==> src/rtl/snn_pkg.sv <==
// Shared constants and types for the spiking-network event path.
//   EVENT_ADDR_W           : event address width seen by the neuron core
//   WEIGHTS_PER_EVENT      : weight loads the controller performs per event
//   SERVICE_CYCLES_DEFAULT : issue + weight loads + accumulate
//   sched_state_t          : scheduler FSM states
package snn_pkg;
  localparam int EVENT_ADDR_W           = 4;
  localparam int WEIGHTS_PER_EVENT      = 16;
  localparam int SERVICE_CYCLES_DEFAULT = WEIGHTS_PER_EVENT + 2;

  typedef enum logic {
    IDLE    = 1'b0,
    SERVICE = 1'b1
  } sched_state_t;
endpackage

==> src/rtl/event_fifo.sv <==
// Small synchronous FIFO holding granted event addresses.
// Ports:
//   clock, reset : posedge clock, synchronous active-high reset
//   push         : write push_data (caller guarantees not full)
//   pop          : advance head (caller guarantees not empty)
//   head         : oldest entry, valid when !empty
//   count        : occupancy 0..DEPTH
//   full, empty  : occupancy flags
module event_fifo
  import snn_pkg::*;
#(
  parameter  int WIDTH = EVENT_ADDR_W,
  parameter  int DEPTH = 8,
  localparam int PTR_W = $clog2(DEPTH),
  localparam int CNT_W = PTR_W + 1
) (
  input  logic             clock,
  input  logic             reset,
  input  logic             push,
  input  logic [WIDTH-1:0] push_data,
  input  logic             pop,
  output logic [WIDTH-1:0] head,
  output logic [CNT_W-1:0] count,
  output logic             full,
  output logic             empty
);

  logic [WIDTH-1:0] mem [DEPTH];
  logic [PTR_W-1:0] wr_ptr, rd_ptr;

  // Storage needs no reset: entries are only read once count says they exist.
  always_ff @(posedge clock) begin
    if (push) mem[wr_ptr] <= push_data;
  end

  // DEPTH is a power of two, so the pointers wrap naturally.
  always_ff @(posedge clock) begin
    if (reset) begin
      wr_ptr <= '0;
      rd_ptr <= '0;
      count  <= '0;
    end else begin
      if (push) wr_ptr <= wr_ptr + 1'b1;
      if (pop)  rd_ptr <= rd_ptr + 1'b1;
      case ({push, pop})
        2'b10:   count <= count + 1'b1;
        2'b01:   count <= count - 1'b1;
        default: count <= count;
      endcase
    end
  end

  assign head  = mem[rd_ptr];
  assign full  = (count == CNT_W'(DEPTH));
  assign empty = (count == '0);

endmodule

==> src/rtl/event_scheduler.sv <==
// Round-robin collection of spike events from NUM_SRC sources, buffered in a
// FIFO and issued one at a time to the neuron-core load/accumulate controller.
// The controller has no ready, so each event owns a fixed SERVICE_CYCLES
// window during which event_addr is held stable.
// Ports:
//   clock, reset   : posedge clock, synchronous active-high reset
//   src_valid      : per-source request
//   src_addr       : packed addresses, source i at [i*ADDR_W +: ADDR_W]
//   src_ready      : one-hot grant (combinational from src_valid)
//   event_addr     : address of event in service (registered)
//   event_received : one-cycle issue pulse (registered)
//   busy           : an event is in service
//   fifo_count     : FIFO occupancy
module event_scheduler
  import snn_pkg::*;
#(
  parameter int NUM_SRC        = 4,
  parameter int ADDR_W         = EVENT_ADDR_W,
  parameter int FIFO_DEPTH     = 8,
  parameter int SERVICE_CYCLES = SERVICE_CYCLES_DEFAULT
) (
  input  logic                          clock,
  input  logic                          reset,
  input  logic [NUM_SRC-1:0]            src_valid,
  input  logic [NUM_SRC*ADDR_W-1:0]     src_addr,
  output logic [NUM_SRC-1:0]            src_ready,
  output logic [ADDR_W-1:0]             event_addr,
  output logic                          event_received,
  output logic                          busy,
  output logic [$clog2(FIFO_DEPTH):0]   fifo_count
);

  localparam int SRC_W = $clog2(NUM_SRC);
  localparam int SVC_W = $clog2(SERVICE_CYCLES);
  localparam logic [SVC_W-1:0] SVC_LAST = SVC_W'(SERVICE_CYCLES - 1);

  logic [SRC_W-1:0]  last_grant;
  logic [SRC_W-1:0]  grant_idx;
  logic [NUM_SRC-1:0] grant;
  logic              push, pop;
  logic [ADDR_W-1:0] push_data, fifo_head;
  logic              fifo_full, fifo_empty;

  sched_state_t      state_q, state_d;
  logic [SVC_W-1:0]  svc_cnt_q, svc_cnt_d;

  // Round-robin: first valid source at or after last_grant+1. Fullness is
  // judged on the current count only, so a same-cycle pop never frees a slot.
  always_comb begin
    int idx;
    idx       = 0;
    grant     = '0;
    grant_idx = last_grant;
    if (!fifo_full) begin
      for (int k = 1; k <= NUM_SRC; k++) begin
        idx = int'(last_grant) + k;
        if (idx >= NUM_SRC) idx = idx - NUM_SRC;
        if (grant == '0 && src_valid[idx]) begin
          grant[idx] = 1'b1;
          grant_idx  = SRC_W'(idx);
        end
      end
    end
  end

  assign src_ready = grant;
  assign push      = |grant;
  assign push_data = src_addr[int'(grant_idx)*ADDR_W +: ADDR_W];

  always_ff @(posedge clock) begin
    if (reset)     last_grant <= SRC_W'(NUM_SRC - 1);
    else if (push) last_grant <= grant_idx;
  end

  event_fifo #(
    .WIDTH (ADDR_W),
    .DEPTH (FIFO_DEPTH)
  ) u_fifo (
    .clock     (clock),
    .reset     (reset),
    .push      (push),
    .push_data (push_data),
    .pop       (pop),
    .head      (fifo_head),
    .count     (fifo_count),
    .full      (fifo_full),
    .empty     (fifo_empty)
  );

  // Service FSM: a pop starts a fresh window; the window's last cycle either
  // chains straight into the next event or drops back to IDLE.
  always_comb begin
    state_d   = state_q;
    svc_cnt_d = svc_cnt_q;
    pop       = 1'b0;
    case (state_q)
      IDLE: begin
        if (!fifo_empty) begin
          pop       = 1'b1;
          state_d   = SERVICE;
          svc_cnt_d = '0;
        end
      end
      SERVICE: begin
        if (svc_cnt_q != SVC_LAST) begin
          svc_cnt_d = svc_cnt_q + 1'b1;
        end else if (!fifo_empty) begin
          pop       = 1'b1;
          svc_cnt_d = '0;
        end else begin
          state_d   = IDLE;
          svc_cnt_d = '0;
        end
      end
      default: begin
        state_d   = IDLE;
        svc_cnt_d = '0;
      end
    endcase
  end

  // event_received is registered from the pop, so it is high exactly in the
  // first cycle of each window (state==SERVICE && svc_cnt==0).
  always_ff @(posedge clock) begin
    if (reset) begin
      state_q        <= IDLE;
      svc_cnt_q      <= '0;
      event_addr     <= '0;
      event_received <= 1'b0;
    end else begin
      state_q        <= state_d;
      svc_cnt_q      <= svc_cnt_d;
      event_received <= pop;
      if (pop) event_addr <= fifo_head;
    end
  end

  assign busy = (state_q == SERVICE);

endmodule
==> config.mk <==
export PLATFORM = sky130hd
export DESIGN_NAME = event_scheduler
export DESIGN_NICKNAME = d
export VERILOG_FILES = /design/src/rtl/snn_pkg.sv /design/src/rtl/event_fifo.sv /design/src/rtl/event_scheduler.sv
export SDC_FILE = /design/constraint.sdc
export NUM_CORES = 1
export LEC_CHECK = 0
export BUFFER_PORTS_ARGS = -buffer_cell sky130_fd_sc_hd__buf_2
export CAP_MARGIN = 15
export CORE_MARGIN = 1.5
export CORE_UTILIZATION = 52
export DETAILED_ROUTE_END_ITERATION = 12
export GPL_ROUTABILITY_DRIVEN = 0
export GPL_TIMING_DRIVEN = 0
export PLACE_DENSITY = 0.75
export RECOVER_POWER = 100
export SETUP_SLACK_MARGIN = 0.15
export SYNTH_ARGS = -nofsm -noshare
export SYNTH_HDL_FRONTEND = slang
export SYNTH_SLANG_ARGS = --single-unit
export TNS_END_PERCENT = 5
==> constraint.sdc <==
create_clock -name clock -period 4.1 [get_ports clock]
set_clock_uncertainty 0.05 [all_clocks]
set_input_delay 0.205 -clock clock [delete_from_list [all_inputs] [get_ports clock]]
set_output_delay 0.205 -clock clock [all_outputs]
set_load 0.01 [all_outputs]
==> run summary, run 1 <==
==================================================================================
Status .............................................................. finished, final reports clean
Overall routed net length ........................................... 6310 microns
Worst skew pair latency .............................................      0.31 ns
Overall die height .................................................. 78.9 microns
Final instance count without filler cells ...........................          378
Synth area leaders .................................................. sky130_fd_sc_hd__edfxtp_1 (32%), sky130_fd_sc_hd__dfxtp_1 (15%), sky130_fd_sc_hd__mux4_2 (11%), sky130_fd_sc_hd__ha_1 (6.3%), sky130_fd_sc_hd__nor2_1 (3.6%)
Clk Tree Root Cell .................................................. sky130_fd_sc_hd__clkbuf_8
Critical Path RT ....................................................      4.28 ns
Share of final-layout standard cells stronger than drive strength 1 .        0.268
Total congestion overflow ...........................................            0
Shortest period the worst path allows ...............................      3.88 ns
Worst min path class ................................................ input port to flip-flop
Buffer depth of the longest clock path ..............................            2
Commonest register cell after synthesis ............................. sky130_fd_sc_hd__edfxtp_1
Maximum resistive drop on vdd .......................................     0.760 mV
Wire length per cell after detailed routing ......................... 16.7 microns
Area share of the leading cell type in the synthesized netlist ......        0.320
Std-Cell Core Area ..................................................   5540 sq um
Number of synthesized flops with an enable pin ......................           32
Clock sink total ....................................................           55
Standby leakage power ...............................................      1.25 nW
Final Cycle Share ...................................................        0.946
Top fanout value on the critical path ...............................            5
Total die area ......................................................   6230 sq um
Synth unique cells ..................................................           49
Highest achievable clock rate .......................................      258 MHz
# H-tree levels .....................................................            2
Slew Viols, Final ...................................................            0
Ranking of synthesized cells by instance count ...................... sky130_fd_sc_hd__edfxtp_1 (32), sky130_fd_sc_hd__nor2_1 (29), sky130_fd_sc_hd__dfxtp_1 (23)
Number of antenna cells inserted ....................................            0
Nature of the critical path endpoint ................................    flip-flop
Post-synthesis instance area ........................................   3000 sq um
Fraction of power consumed by sequential logic ......................        0.309
Synth-to-layout area growth .........................................        17.5%
Rel. slew slack .....................................................        0.290
Total I/O pin count .................................................           36
Number of DRC violations after detailed routing .....................            0
Critical Setup Path Class ........................................... flip-flop to flip-flop
RSZ-0062 raised after global routing ................................           no
Final Setup Violations ..............................................            0
Total number of vias ................................................         2248
Async SR Flop Fraction ..............................................            0
Part of the Yosys area used for sequential elements .................        0.474
Synthesized Nets ....................................................          291
Number of warnings reported in the yosys synthesis log ..............            0
Clock-pin slew on the worst setup and hold paths ....................      0.10 ns
Switching power total ...............................................    0.00139 W
Internal portion of total power .....................................    0.00191 W
Synth area leader ................................................... sky130_fd_sc_hd__edfxtp_1
Sum Neg Setup Slack .................................................         0 ns
Vias per std cell ...................................................         5.95
Part of the total power dissipated in combinational logic ...........        0.605
Arrival time of the worst setup path ................................      4.06 ns
Total placed instance area ..........................................   3280 sq um
Starting Density ....................................................        0.541
Count of buffers from port buffering ................................           35
Critical Path Start Type ............................................    flip-flop
Switching Share .....................................................        0.421
Power density cells .................................................  938 nW/um^2
Hold buffer count at cts ............................................            0
Largest net degree at the start of global routing ...................           17
Detail Placement HPWL ............................................... 4310 microns
Cts bufs inserted ...................................................            5
Number of antenna violations at the first check in global routing ...            0
Router iterations before antenna repair .............................            7
Via count of the first global-routing pass ..........................         2032
Initial DRC Count ...................................................          162
All-Layer GR Usage ..................................................        0.202
Max Cap Viol ........................................................            0
Number of filler instances in the final layout ......................          455
#FFs+latches synth ..................................................           55
Post-route design area ..............................................   3520 sq um
Clock tree from TritonCTS ...........................................        built
Number of cell rows .................................................           27
Final Net Count .....................................................          343
Number of instances in the placed design ............................          360
Average cell area after synthesis ...................................   11.9 sq um
Horizontal extent of the die ........................................ 78.9 microns
Number of failing hold endpoints at the final stage .................            0
Most repeated cell in the gate-level netlist after synthesis ........ sky130_fd_sc_hd__edfxtp_1
Routed Antenna Nets .................................................            0
First-pass GRT wire length .......................................... 9730 microns
Gate Count Post-Synth ...............................................          253
Slew at the pin with the worst max-slew slack .......................      1.05 ns
Clock share of power ................................................        0.087
==================================================================================
what timing repair did:
| item | in CTS | in global routing |
|---|---|---|
| setup buffers | 6 | 4 |
| pin swaps | 2 | 6 |
| endpoints found under the setup margin | 3 | 1 |
| resized for setup | 9 | 17 |
cell families (layout without fill, tap and decap cells):
| family | count (synthesis) | after routing | share of synthesized area |
|---|---|---|---|
| mux | 24 | 24 | 0.143 |
| xor+xnor | 7 | 7 | 0.0267 |
| buf+inv | 23 | 76 | 0.0342 |
| simple gates | 67 | 67 | 0.113 |
| flops | 55 | 55 | 0.474 |
| fa+ha+maj | 16 | 16 | 0.0693 |
| compound gates | 61 | 61 | 0.139 |
placed cells by master, fill, tap and decap left out, types with 3 or more instances in the layout:
cell	n
sky130_fd_sc_hd__ha_4	3
sky130_fd_sc_hd__nand2_1	11
sky130_fd_sc_hd__buf_2	24
sky130_fd_sc_hd__dfxtp_1	21
sky130_fd_sc_hd__nor2_1	29
sky130_fd_sc_hd__inv_1	9
sky130_fd_sc_hd__clkbuf_1	21
sky130_fd_sc_hd__buf_6	3
sky130_fd_sc_hd__buf_4	9
sky130_fd_sc_hd__ha_1	10
sky130_fd_sc_hd__clkbuf_8	5
sky130_fd_sc_hd__or3_1	3
sky130_fd_sc_hd__o31a_1	3
sky130_fd_sc_hd__o21ai_1	4
sky130_fd_sc_hd__edfxtp_1	32
sky130_fd_sc_hd__mux2i_1	8
sky130_fd_sc_hd__nor3_1	7
sky130_fd_sc_hd__mux4_2	15
sky130_fd_sc_hd__a211oi_1	7
sky130_fd_sc_hd__xor2_1	3
sky130_fd_sc_hd__a22oi_1	3
sky130_fd_sc_hd__o21ai_0	6
sky130_fd_sc_hd__a21oi_1	16
worst max-delay path, stage by stage, from the launching register on:
cell,delay [ns]
sky130_fd_sc_hd__dfxtp_4,0.37
sky130_fd_sc_hd__clkinvlp_4,0.17
sky130_fd_sc_hd__ha_4,0.22
sky130_fd_sc_hd__or4_4,0.55
sky130_fd_sc_hd__a21bo_4,0.25
sky130_fd_sc_hd__a21oi_4,0.18
sky130_fd_sc_hd__a21oi_4,0.06
sky130_fd_sc_hd__or3_1,0.43
sky130_fd_sc_hd__o21ai_4,0.17
sky130_fd_sc_hd__buf_6,0.12
sky130_fd_sc_hd__ha_4,0.14
sky130_fd_sc_hd__ha_1,0.23
sky130_fd_sc_hd__a21o_1,0.18
sky130_fd_sc_hd__a21oi_2,0.16
sky130_fd_sc_hd__xnor2_2,0.08
sky130_fd_sc_hd__or3_1,0.31
sky130_fd_sc_hd__a21oi_1,0.13
through the flow:
step,total power [W],util,hold slack [ns],setup WS (ns)
2_1_floorplan,0.00240,-,0.234,0.162
3_3_place_gp,0.00274,0.591,0.417,-0.170
3_5_place_dp,0.00282,0.591,0.426,-0.201
4_1_cts,0.00320,0.621,0.128,0.192
5_1_grt,0.00353,0.636,0.142,0.0818
6_report,0.00331,0.636,0.145,0.221
routing by layer:
| layer | routed length (microns) | global-route usage | part of all wire |
|---|---|---|---|
| met1 | 2620 | 0.268 | 0.42 |
| met2 | 3180 | 0.341 | 0.50 |
| met3 | 432 | 0.0368 | 0.069 |
| met4 | 65 | 0.0544 | 0.010 |
| met5 | 0 | 0 | 0 |
final timing paths:
path / cells after the start / endpoint / slack [ns] / from
max: 16 / u_fifo.count[3]$_SDFFE_PP0P_ / 0.22 / last_grant[1]$_SDFFE_PP1P_
min: 2 / event_received$_SDFF_PP0_ / 0.14 / reset
max reg2reg: 16 / u_fifo.count[3]$_SDFFE_PP0P_ / 0.22 / last_grant[1]$_SDFFE_PP1P_
min reg2reg: 2 / event_addr[1]$_SDFFE_PP0P_ / 0.45 / event_addr[1]$_SDFFE_PP0P_
power by group through the flow:
stage	clock network (W)	registers (W)	logic (W)
global route	0.000313	0.00104	0.00218
floorplan	0	0.00103	0.00138
CTS	0.000290	0.00102	0.00189
global placement	0	0.00102	0.00172
finish	0.000287	0.00102	0.00200
detailed placement	0	0.00104	0.00178
area by class of cell:
type | instances | area (sq um) | area share
repair buffers | 45 | 240 | 0.0682
multi-input cells | 175 | 1560 | 0.444
flip-flops and latches | 55 | 1430 | 0.406
clock inverters | 2 | 12.5 | 0.00355
plain buffers | 12 | 71.3 | 0.0202
well taps | 72 | 90.1 | 0.0256
clock buffers | 6 | 72.6 | 0.0206
inverters | 11 | 45.0 | 0.0128
flip-flops by register name, summed over array words and instances (netlist names):
| name | count |
|---|---|
| u_fifo.count | 4 |
| u_fifo.mem | 32 |
| event_received | 1 |
| last_grant | 2 |
| svc_cnt_q | 5 |
| u_fifo.wr_ptr | 3 |
| event_addr | 4 |
| u_fifo.rd_ptr | 3 |
| busy | 1 |
Power figures use the tool's default switching activity.
==> run 2, diff against run 1 <==
--- a/config.mk
+++ b/config.mk
@@ -8,11 +8,10 @@
 export BUFFER_PORTS_ARGS = -buffer_cell sky130_fd_sc_hd__buf_2
 export CAP_MARGIN = 15
 export CORE_MARGIN = 1.5
-export CORE_UTILIZATION = 52
+export CORE_UTILIZATION = 34
 export DETAILED_ROUTE_END_ITERATION = 12
 export GPL_ROUTABILITY_DRIVEN = 0
 export GPL_TIMING_DRIVEN = 0
-export PLACE_DENSITY = 0.75
 export RECOVER_POWER = 100
 export SETUP_SLACK_MARGIN = 0.15
 export SYNTH_ARGS = -nofsm -noshare
==> run summary, run 2 (synthesized netlist as in run 1, its figures left out) <==
==================================================================================
Status .............................................................. finished, final reports clean   unchanged
Standby leakage power ...............................................      1.26 nW   was 1.25 nW
First-pass GRT wire length .......................................... 10400 microns   was 9730 microns
Clock-pin slew on the worst setup and hold paths ....................      0.09 ns   was 0.10 ns
Worst min path class ................................................ input port to flip-flop   unchanged
Number of failing hold endpoints at the final stage .................            0   unchanged
Slew at the pin with the worst max-slew slack .......................      1.01 ns   was 1.05 ns
Total I/O pin count .................................................           36   unchanged
Count of buffers from port buffering ................................           35   unchanged
Register with the most flip-flops ...................................   u_fifo.mem   unchanged
Overall routed net length ........................................... 6190 microns   was 6310 microns
Total die area ......................................................   9390 sq um   was 6230 sq um
Buffer depth of the longest clock path ..............................            2   unchanged
# H-tree levels .....................................................            2   unchanged
Reg2reg start ....................................................... last_grant[0]$_SDFFE_PP1P_   was last_grant[1]$_SDFFE_PP1P_
Arrival time of the worst setup path ................................      4.08 ns   was 4.06 ns
Top fanout value on the critical path ...............................            6   was 5
Total congestion overflow ...........................................            0   unchanged
Hold depth ..........................................................            2   unchanged
Rel. slew slack .....................................................        0.318   was 0.290
Overall die height .................................................. 96.9 microns   was 78.9 microns
Core occupancy in the finished layout ...............................        0.412   was 0.636
Via count of the first global-routing pass ..........................         2091   was 2032
Highest achievable clock rate .......................................      257 MHz   was 258 MHz
Critical Setup Path Class ........................................... flip-flop to flip-flop   unchanged
Nature of the critical path endpoint ................................    flip-flop   unchanged
Number of flip-flops under the largest register name ................           32   unchanged
Final Setup Violations ..............................................            0   unchanged
Vias per std cell ...................................................         5.29   was 5.95
Max Cap Viol ........................................................            0   unchanged
Post-layout worst setup margin ......................................     0.210 ns   was 0.221 ns
Critical Path Start Type ............................................    flip-flop   unchanged
Critical Path RT ....................................................      4.29 ns   was 4.28 ns
Hold buffer count at cts ............................................            0   unchanged
All-Layer GR Usage ..................................................        0.138   was 0.202
Cts bufs inserted ...................................................            5   unchanged
Final Cycle Share ...................................................        0.949   was 0.946
Horizontal extent of the die ........................................ 96.9 microns   was 78.9 microns
Final instance count without filler cells ...........................          416   was 378
Final Net Count .....................................................          345   was 343
Commonest cells after routing, fill and taps aside .................. sky130_fd_sc_hd__edfxtp_1 (32), sky130_fd_sc_hd__nor2_1 (29), sky130_fd_sc_hd__buf_2 (24), sky130_fd_sc_hd__clkbuf_1 (21), sky130_fd_sc_hd__dfxtp_1 (21)   unchanged
Worst slack at placement ............................................    -0.218 ns   was -0.201 ns
Startpoint of the tightest hold check path ..........................        reset   unchanged
Shortest period the worst path allows ...............................      3.89 ns   was 3.88 ns
Initial DRC Count ...................................................          148   was 162
Largest net degree at the start of global routing ...................           18   was 17
Wire length per cell after detailed routing ......................... 14.9 microns   was 16.7 microns
Worst skew pair latency .............................................      0.31 ns   about the same
Most common library cell in the layout ignoring fill and taps ....... sky130_fd_sc_hd__edfxtp_1   unchanged
Number of antenna violations at the first check in global routing ...            0   unchanged
Number of antenna cells inserted ....................................            0   unchanged
Clk Tree Root Cell .................................................. sky130_fd_sc_hd__clkbuf_8   unchanged
Total number of vias ................................................         2201   was 2248
Count of cells along the worst register-to-register path ............           17   was 16
RSZ-0062 raised after global routing ................................          yes   was no
Slew Viols, Final ...................................................            0   unchanged
Number of instances in the placed design ............................          396   was 360
Routed Antenna Nets .................................................            0   unchanged
Starting Density ....................................................        0.347   was 0.541
Clock sink total ....................................................           55   unchanged
Number of cell rows .................................................           34   was 27
Biggest registers after layout ...................................... u_fifo.mem x32, svc_cnt_q x5   unchanged
Detail Placement HPWL ............................................... 4400 microns   was 4310 microns
Power density cells .................................................  916 nW/um^2   was 938 nW/um^2
Synth-to-layout area growth .........................................        18.7%   was 17.5%
Maximum resistive drop on vdd .......................................     0.481 mV   was 0.760 mV
Number of DRC violations after detailed routing .....................            0   unchanged
WHS Endpoint ........................................................ event_received$_SDFF_PP0_   unchanged
Flop2flop setup slack ...............................................      0.21 ns   was 0.22 ns
Std-Cell Core Area ..................................................   8640 sq um   was 5540 sq um
Clock tree from TritonCTS ...........................................        built   unchanged
Share of final-layout standard cells stronger than drive strength 1 .        0.269   was 0.268
Reg2reg end ......................................................... u_fifo.count[3]$_SDFFE_PP0P_   unchanged
Router iterations before antenna repair .............................            5   was 7
==================================================================================
==> run 2: worst max path at each step <==
stage,startpoint,slack [ns],depth (start not counted),endpoint
floorplan,last_grant[0]$_SDFFE_PP1P_,0.16,17,u_fifo.count[3]$_SDFFE_PP0P_
global placement,last_grant[1]$_SDFFE_PP1P_,-0.16,16,u_fifo.count[3]$_SDFFE_PP0P_
detailed placement,last_grant[0]$_SDFFE_PP1P_,-0.22,17,u_fifo.count[3]$_SDFFE_PP0P_
CTS,last_grant[0]$_SDFFE_PP1P_,0.16,17,u_fifo.count[3]$_SDFFE_PP0P_
global route,last_grant[0]$_SDFFE_PP1P_,0.07,12,u_fifo.mem[4][3]$_DFFE_PP_
finish,last_grant[0]$_SDFFE_PP1P_,0.21,17,u_fifo.count[3]$_SDFFE_PP0P_
==> run 2: where the power goes <==
part           internal, W  switching (W)  leakage, nW  total (W)
registers         0.000925      0.0000877        0.482    0.00101
logic             0.000858        0.00109        0.731    0.00195
clock network     0.000121       0.000176       0.0452   0.000297
==> run 2: worst max-delay path, cell delays in order (launching register included) <==
cell and delay (ns):
sky130_fd_sc_hd__dfxtp_4 0.37, sky130_fd_sc_hd__buf_12 0.10, sky130_fd_sc_hd__clkinvlp_4 0.13, sky130_fd_sc_hd__ha_4 0.20
sky130_fd_sc_hd__or4_4 0.49, sky130_fd_sc_hd__a21bo_1 0.30, sky130_fd_sc_hd__a21oi_2 0.19, sky130_fd_sc_hd__a21oi_2 0.08
sky130_fd_sc_hd__or3_4 0.36, sky130_fd_sc_hd__o21ai_4 0.15, sky130_fd_sc_hd__buf_6 0.12, sky130_fd_sc_hd__ha_2 0.20
sky130_fd_sc_hd__ha_1 0.23, sky130_fd_sc_hd__a21o_1 0.19, sky130_fd_sc_hd__a21oi_2 0.15, sky130_fd_sc_hd__xnor2_1 0.08
sky130_fd_sc_hd__or3_1 0.31, sky130_fd_sc_hd__a21oi_1 0.13
==> run 2: cell type report <==
type | count | area [sq um]
clock buffers | 6 | 72.6
repair buffers | 47 | 251
flip-flops and latches | 55 | 1430
inverters | 11 | 45.0
fillers | 821 | 5070
multi-input cells | 175 | 1540
plain buffers | 12 | 76.3
well taps | 108 | 135
clock inverters | 2 | 13.8
==> run 2: repair_timing <==
item,4_1_cts,5_1_grt
pin swaps,4,2
gates resized for setup,17,6
setup buffers,8,4
endpoints found under the setup margin,3,12
==> run 2: routing by layer <==
layer	GRT usage	wire (microns)
met1	0.180	2850
met2	0.227	2960
met3	0.0282	261
met4	0.0479	127
met5	0	0
==> run 2: metrics by stage <==
step / area (sq um) / TNS (ns) / power [W] / hold WS [ns]
global placement: 3320 / -0.161 / 0.00279 / 0.421
global route: 3560 / 0 / 0.00353 / 0.140
floorplan: 3010 / 0 / 0.00240 / 0.234
detailed placement: 3320 / -0.218 / 0.00282 / 0.421
finish: 3560 / 0 / 0.00326 / 0.137
CTS: 3550 / 0 / 0.00327 / 0.132
==> run 3, diff against run 2 <==
--- a/config.mk
+++ b/config.mk
@@ -16,5 +16,6 @@
 export SETUP_SLACK_MARGIN = 0.15
 export SYNTH_ARGS = -nofsm -noshare
 export SYNTH_HDL_FRONTEND = slang
+export SYNTH_HIERARCHICAL = 1
 export SYNTH_SLANG_ARGS = --single-unit
 export TNS_END_PERCENT = 5
==> run summary, run 3 <==
==================================================================================
Synthesized Nets ....................................................          288   was 291
Rel. slew slack .....................................................        0.406   was 0.318
Final Net Count .....................................................          353   was 345
# H-tree levels .....................................................            3   was 2
Maximum resistive drop on vdd .......................................     0.571 mV   was 0.481 mV
Routed Antenna Nets .................................................            0   unchanged
Worst slack at placement ............................................    -0.242 ns   was -0.218 ns
Overall routed net length ........................................... 6430 microns   was 6190 microns
Highest achievable clock rate .......................................      260 MHz   was 257 MHz
Top fanout value on the critical path ...............................           10   was 6
Number of warnings reported in the yosys synthesis log ..............            6   was 0
Clk Tree Root Cell .................................................. sky130_fd_sc_hd__clkbuf_8   unchanged
RSZ-0062 raised after global routing ................................           no   was yes
Commonest cells after routing, fill and taps aside .................. sky130_fd_sc_hd__edfxtp_1 (32), sky130_fd_sc_hd__nor2_1 (30), sky130_fd_sc_hd__dfxtp_1 (24), sky130_fd_sc_hd__buf_2 (22)   was sky130_fd_sc_hd__edfxtp_1 (32), sky130_fd_sc_hd__nor2_1 (29), sky130_fd_sc_hd__buf_2 (24), sky130_fd_sc_hd__clkbuf_1 (21), sky130_fd_sc_hd__dfxtp_1 (21)
Starting Density ....................................................        0.354   was 0.347
Part of the total power dissipated in combinational logic ...........        0.554   was 0.598
Max stage delay on crit path ........................................      0.66 ns   was 0.49 ns
Synth-to-layout area growth .........................................        24.2%   was 18.7%
Gate Count Post-Synth ...............................................          251   was 253
Number of failing hold endpoints at the final stage .................            0   unchanged
CP most frequent cell ............................................... sky130_fd_sc_hd__mux4_2   was sky130_fd_sc_hd__a21oi_2
Register with the most flip-flops ...................................   u_fifo/mem   was u_fifo.mem
Synth area leader ................................................... sky130_fd_sc_hd__edfxtp_1   unchanged
Flop2flop setup slack ...............................................      0.25 ns   was 0.21 ns
Post-synthesis instance area ........................................   3100 sq um   was 3000 sq um
Worst-path cell with the longest stage delay ........................ sky130_fd_sc_hd__mux4_2   was sky130_fd_sc_hd__or4_4
Cts bufs inserted ...................................................            9   was 5
Number of DRC violations after detailed routing .....................            0   unchanged
Std-Cell Core Area ..................................................   8760 sq um   was 8640 sq um
Most common library cell in the layout ignoring fill and taps ....... sky130_fd_sc_hd__edfxtp_1   unchanged
Vias per std cell ...................................................         5.27   was 5.29
Via count of the first global-routing pass ..........................         2134   was 2091
Wire length per cell after detailed routing ......................... 15.0 microns   was 14.9 microns
Max Cap Viol ........................................................            0   unchanged
Cell-by-cell trace of the critical path ............................. buf_8 > clkinvlp_4 > ha_1 > mux4_2 > buf_6 > o21a_1 > a211o_1 > o211a_1 > a221oi_2 > xnor2_2 > mux4_2   was buf_12 > clkinvlp_4 > ha_4 > or4_4 > a21bo_1 > a21oi_2 > a21oi_2 > or3_4 > o21ai_4 > buf_6 > ha_2 > ha_1 > a21o_1 > a21oi_2 > xnor2_1 > or3_1 > a21oi_1
Power density cells .................................................  960 nW/um^2   was 916 nW/um^2
Arrival time of the worst setup path ................................      3.83 ns   was 4.08 ns
Total die area ......................................................   9710 sq um   was 9390 sq um
Final Setup Violations ..............................................            0   unchanged
Biggest registers after layout ...................................... u_fifo/mem x32, svc_cnt_q x5   was u_fifo.mem x32, svc_cnt_q x5
Overall die height .................................................. 98.6 microns   was 96.9 microns
Internal portion of total power .....................................    0.00224 W   was 0.00190 W
Standby leakage power ...............................................      1.44 nW   was 1.26 nW
Detail Placement HPWL ............................................... 4370 microns   was 4400 microns
Average cell area after synthesis ...................................   12.4 sq um   was 11.9 sq um
Total number of vias ................................................         2262   was 2201
Nature of the critical path endpoint ................................    flip-flop   unchanged
Number of antenna cells inserted ....................................            0   unchanged
Status .............................................................. finished, final reports clean   unchanged
Worst min path class ................................................ input port to flip-flop   unchanged
All-Layer GR Usage ..................................................        0.140   was 0.138
#FFs+latches synth ..................................................           58   was 55
Fraction of power consumed by sequential logic ......................        0.287   was 0.311
Ranking of synthesized cells by instance count ...................... sky130_fd_sc_hd__edfxtp_1 (32), sky130_fd_sc_hd__nor2_1 (30), sky130_fd_sc_hd__dfxtp_1 (26)   was sky130_fd_sc_hd__edfxtp_1 (32), sky130_fd_sc_hd__nor2_1 (29), sky130_fd_sc_hd__dfxtp_1 (23)
Switching power total ...............................................    0.00146 W   was 0.00136 W
Total I/O pin count .................................................           36   unchanged
Number of flip-flops under the largest register name ................           32   unchanged
Async SR Flop Fraction ..............................................            0   unchanged
Critical Path RT ....................................................      4.09 ns   was 4.29 ns
Clock sink total ....................................................           58   was 55
Final instance count without filler cells ...........................          429   was 416
Critical Setup Path Class ........................................... flip-flop to flip-flop   unchanged
Number of antenna violations at the first check in global routing ...            0   unchanged
Largest net degree at the start of global routing ...................           13   was 18
Clock share of power ................................................        0.159   was 0.091
Share of final-layout standard cells stronger than drive strength 1 .        0.296   was 0.269
Clock tree from TritonCTS ...........................................        built   unchanged
Area share of the leading cell type in the synthesized netlist ......        0.310   was 0.320
Part of the Yosys area used for sequential elements .................        0.477   was 0.474
Initial DRC Count ...................................................          162   was 148
Final Cycle Share ...................................................        0.938   was 0.949
Buffer depth of the longest clock path ..............................            2   unchanged
Number of instances in the placed design ............................          394   was 396
Post-layout worst setup margin ......................................     0.254 ns   was 0.210 ns
Clock-pin slew on the worst setup and hold paths ....................      0.07 ns   was 0.09 ns
Shortest period the worst path allows ...............................      3.85 ns   was 3.89 ns
Slew Viols, Final ...................................................            0   unchanged
Synth area leaders .................................................. sky130_fd_sc_hd__edfxtp_1 (31%), sky130_fd_sc_hd__dfxtp_1 (17%), sky130_fd_sc_hd__mux4_1 (10%), sky130_fd_sc_hd__ha_1 (6.0%), sky130_fd_sc_hd__nor2_1 (3.6%)   was sky130_fd_sc_hd__edfxtp_1 (32%), sky130_fd_sc_hd__dfxtp_1 (15%), sky130_fd_sc_hd__mux4_2 (11%), sky130_fd_sc_hd__ha_1 (6.3%), sky130_fd_sc_hd__nor2_1 (3.6%)
Router iterations before antenna repair .............................            4   was 5
Number of cell rows .................................................           34   unchanged
Synth unique cells ..................................................           50   was 49
Number of synthesized flops with an enable pin ......................           32   unchanged
Worst skew pair latency .............................................      0.34 ns   was 0.31 ns
First-pass GRT wire length .......................................... 10700 microns   was 10400 microns
Most repeated cell in the gate-level netlist after synthesis ........ sky130_fd_sc_hd__edfxtp_1   unchanged
Slew at the pin with the worst max-slew slack .......................     0.889 ns   was 1.01 ns
Commonest register cell after synthesis ............................. sky130_fd_sc_hd__edfxtp_1   unchanged
Total congestion overflow ...........................................            0   unchanged
Critical Path Start Type ............................................    flip-flop   unchanged
Switching Share .....................................................        0.396   was 0.416
Horizontal extent of the die ........................................ 98.6 microns   was 96.9 microns
Count of buffers from port buffering ................................           35   unchanged
==================================================================================
-- run 3: what timing repair did --
action | in CTS | in global routing
pin swaps | 4 | 5
resized for setup | 7 | 16
hold buffers | 0 | 0
endpoints found under the setup margin | 43 | 43
buffers inserted | 5 | 14
-- run 3: metal layers --
layer / up-vias / wire (microns) / track usage / part of all wire
li1: 1110 / - / - / -
met1: 1084 / 2950 / 0.179 / 0.46
met2: 58 / 3110 / 0.229 / 0.48
met3: 10 / 260 / 0.0440 / 0.040
met4: 0 / 108 / 0.0390 / 0.017
met5: - / 0 / 0 / 0
-- run 3: logic make-up (layout without fill, tap and decap cells) --
kind of cell	Yosys count	after routing	synth area share
adder cells (fa/ha/maj)	15	15	0.0605
AND/OR/NAND/NOR	74	74	0.111
flip-flops	58	58	0.477
AO/OA/AOI/OAI	52	52	0.130
XOR/XNOR	8	8	0.0226
multiplexers	30	30	0.174
buffers and inverters	14	84	0.0246
-- run 3: path summary, 6_finish.rpt --
kind / start / end / cells after the start
worst max-delay path: last_grant[0]$_SDFFE_PP1P_ / u_fifo/mem[2][3]$_DFFE_PP_ / 11
worst min-delay path: reset / event_received$_SDFF_PP0_ / 2
worst max register to register: last_grant[0]$_SDFFE_PP1P_ / u_fifo/mem[2][3]$_DFFE_PP_ / 11
worst min register to register: event_addr[1]$_SDFFE_PP0P_ / event_addr[1]$_SDFFE_PP0P_ / 2
-- run 3: cell type report --
cell class,instances,area (sq um)
Inverter,6,30.0
Buffer,8,56.3
Timing Repair Buffer,54,302
Fill cell,824,4910
Clock buffer,9,124
Sequential cell,58,1490
Tap cell,108,135
Multi-Input combinational cell,179,1620
Clock inverter,7,103
-- run 3: through the flow --
stage	hold WS, ns	utilization	total power (W)	setup TNS [ns]	instance area, sq um
floorplan	0.227	-	0.00249	0	3140
global route	0.0989	0.440	0.00399	0	3850
detailed placement	0.433	0.394	0.00294	-2.43	3460
global placement	0.428	0.394	0.00291	-2.42	3450
finish	0.0989	0.440	0.00370	0	3850
CTS	0.0750	0.425	0.00365	0	3730
-- run 3: critical path, delay by kind of cell, from the launching register on --
kind | cells | cell delay, ns
flip-flops | 1 | 0.36
multiplexers | 2 | 1.01
adder cells (fa/ha/maj) | 1 | 0.33
buffers and inverters | 3 | 0.39
XOR/XNOR | 1 | 0.23
AO/OA/AOI/OAI | 4 | 1.17
-- run 3: power by group through the flow --
stage               sequential, W  clock, W  combinational, W
floorplan                 0.00107         0           0.00143
global placement          0.00107         0           0.00184
detailed placement        0.00107         0           0.00186
CTS                       0.00106  0.000606           0.00198
global route              0.00108  0.000632           0.00227
finish                    0.00106  0.000589           0.00205
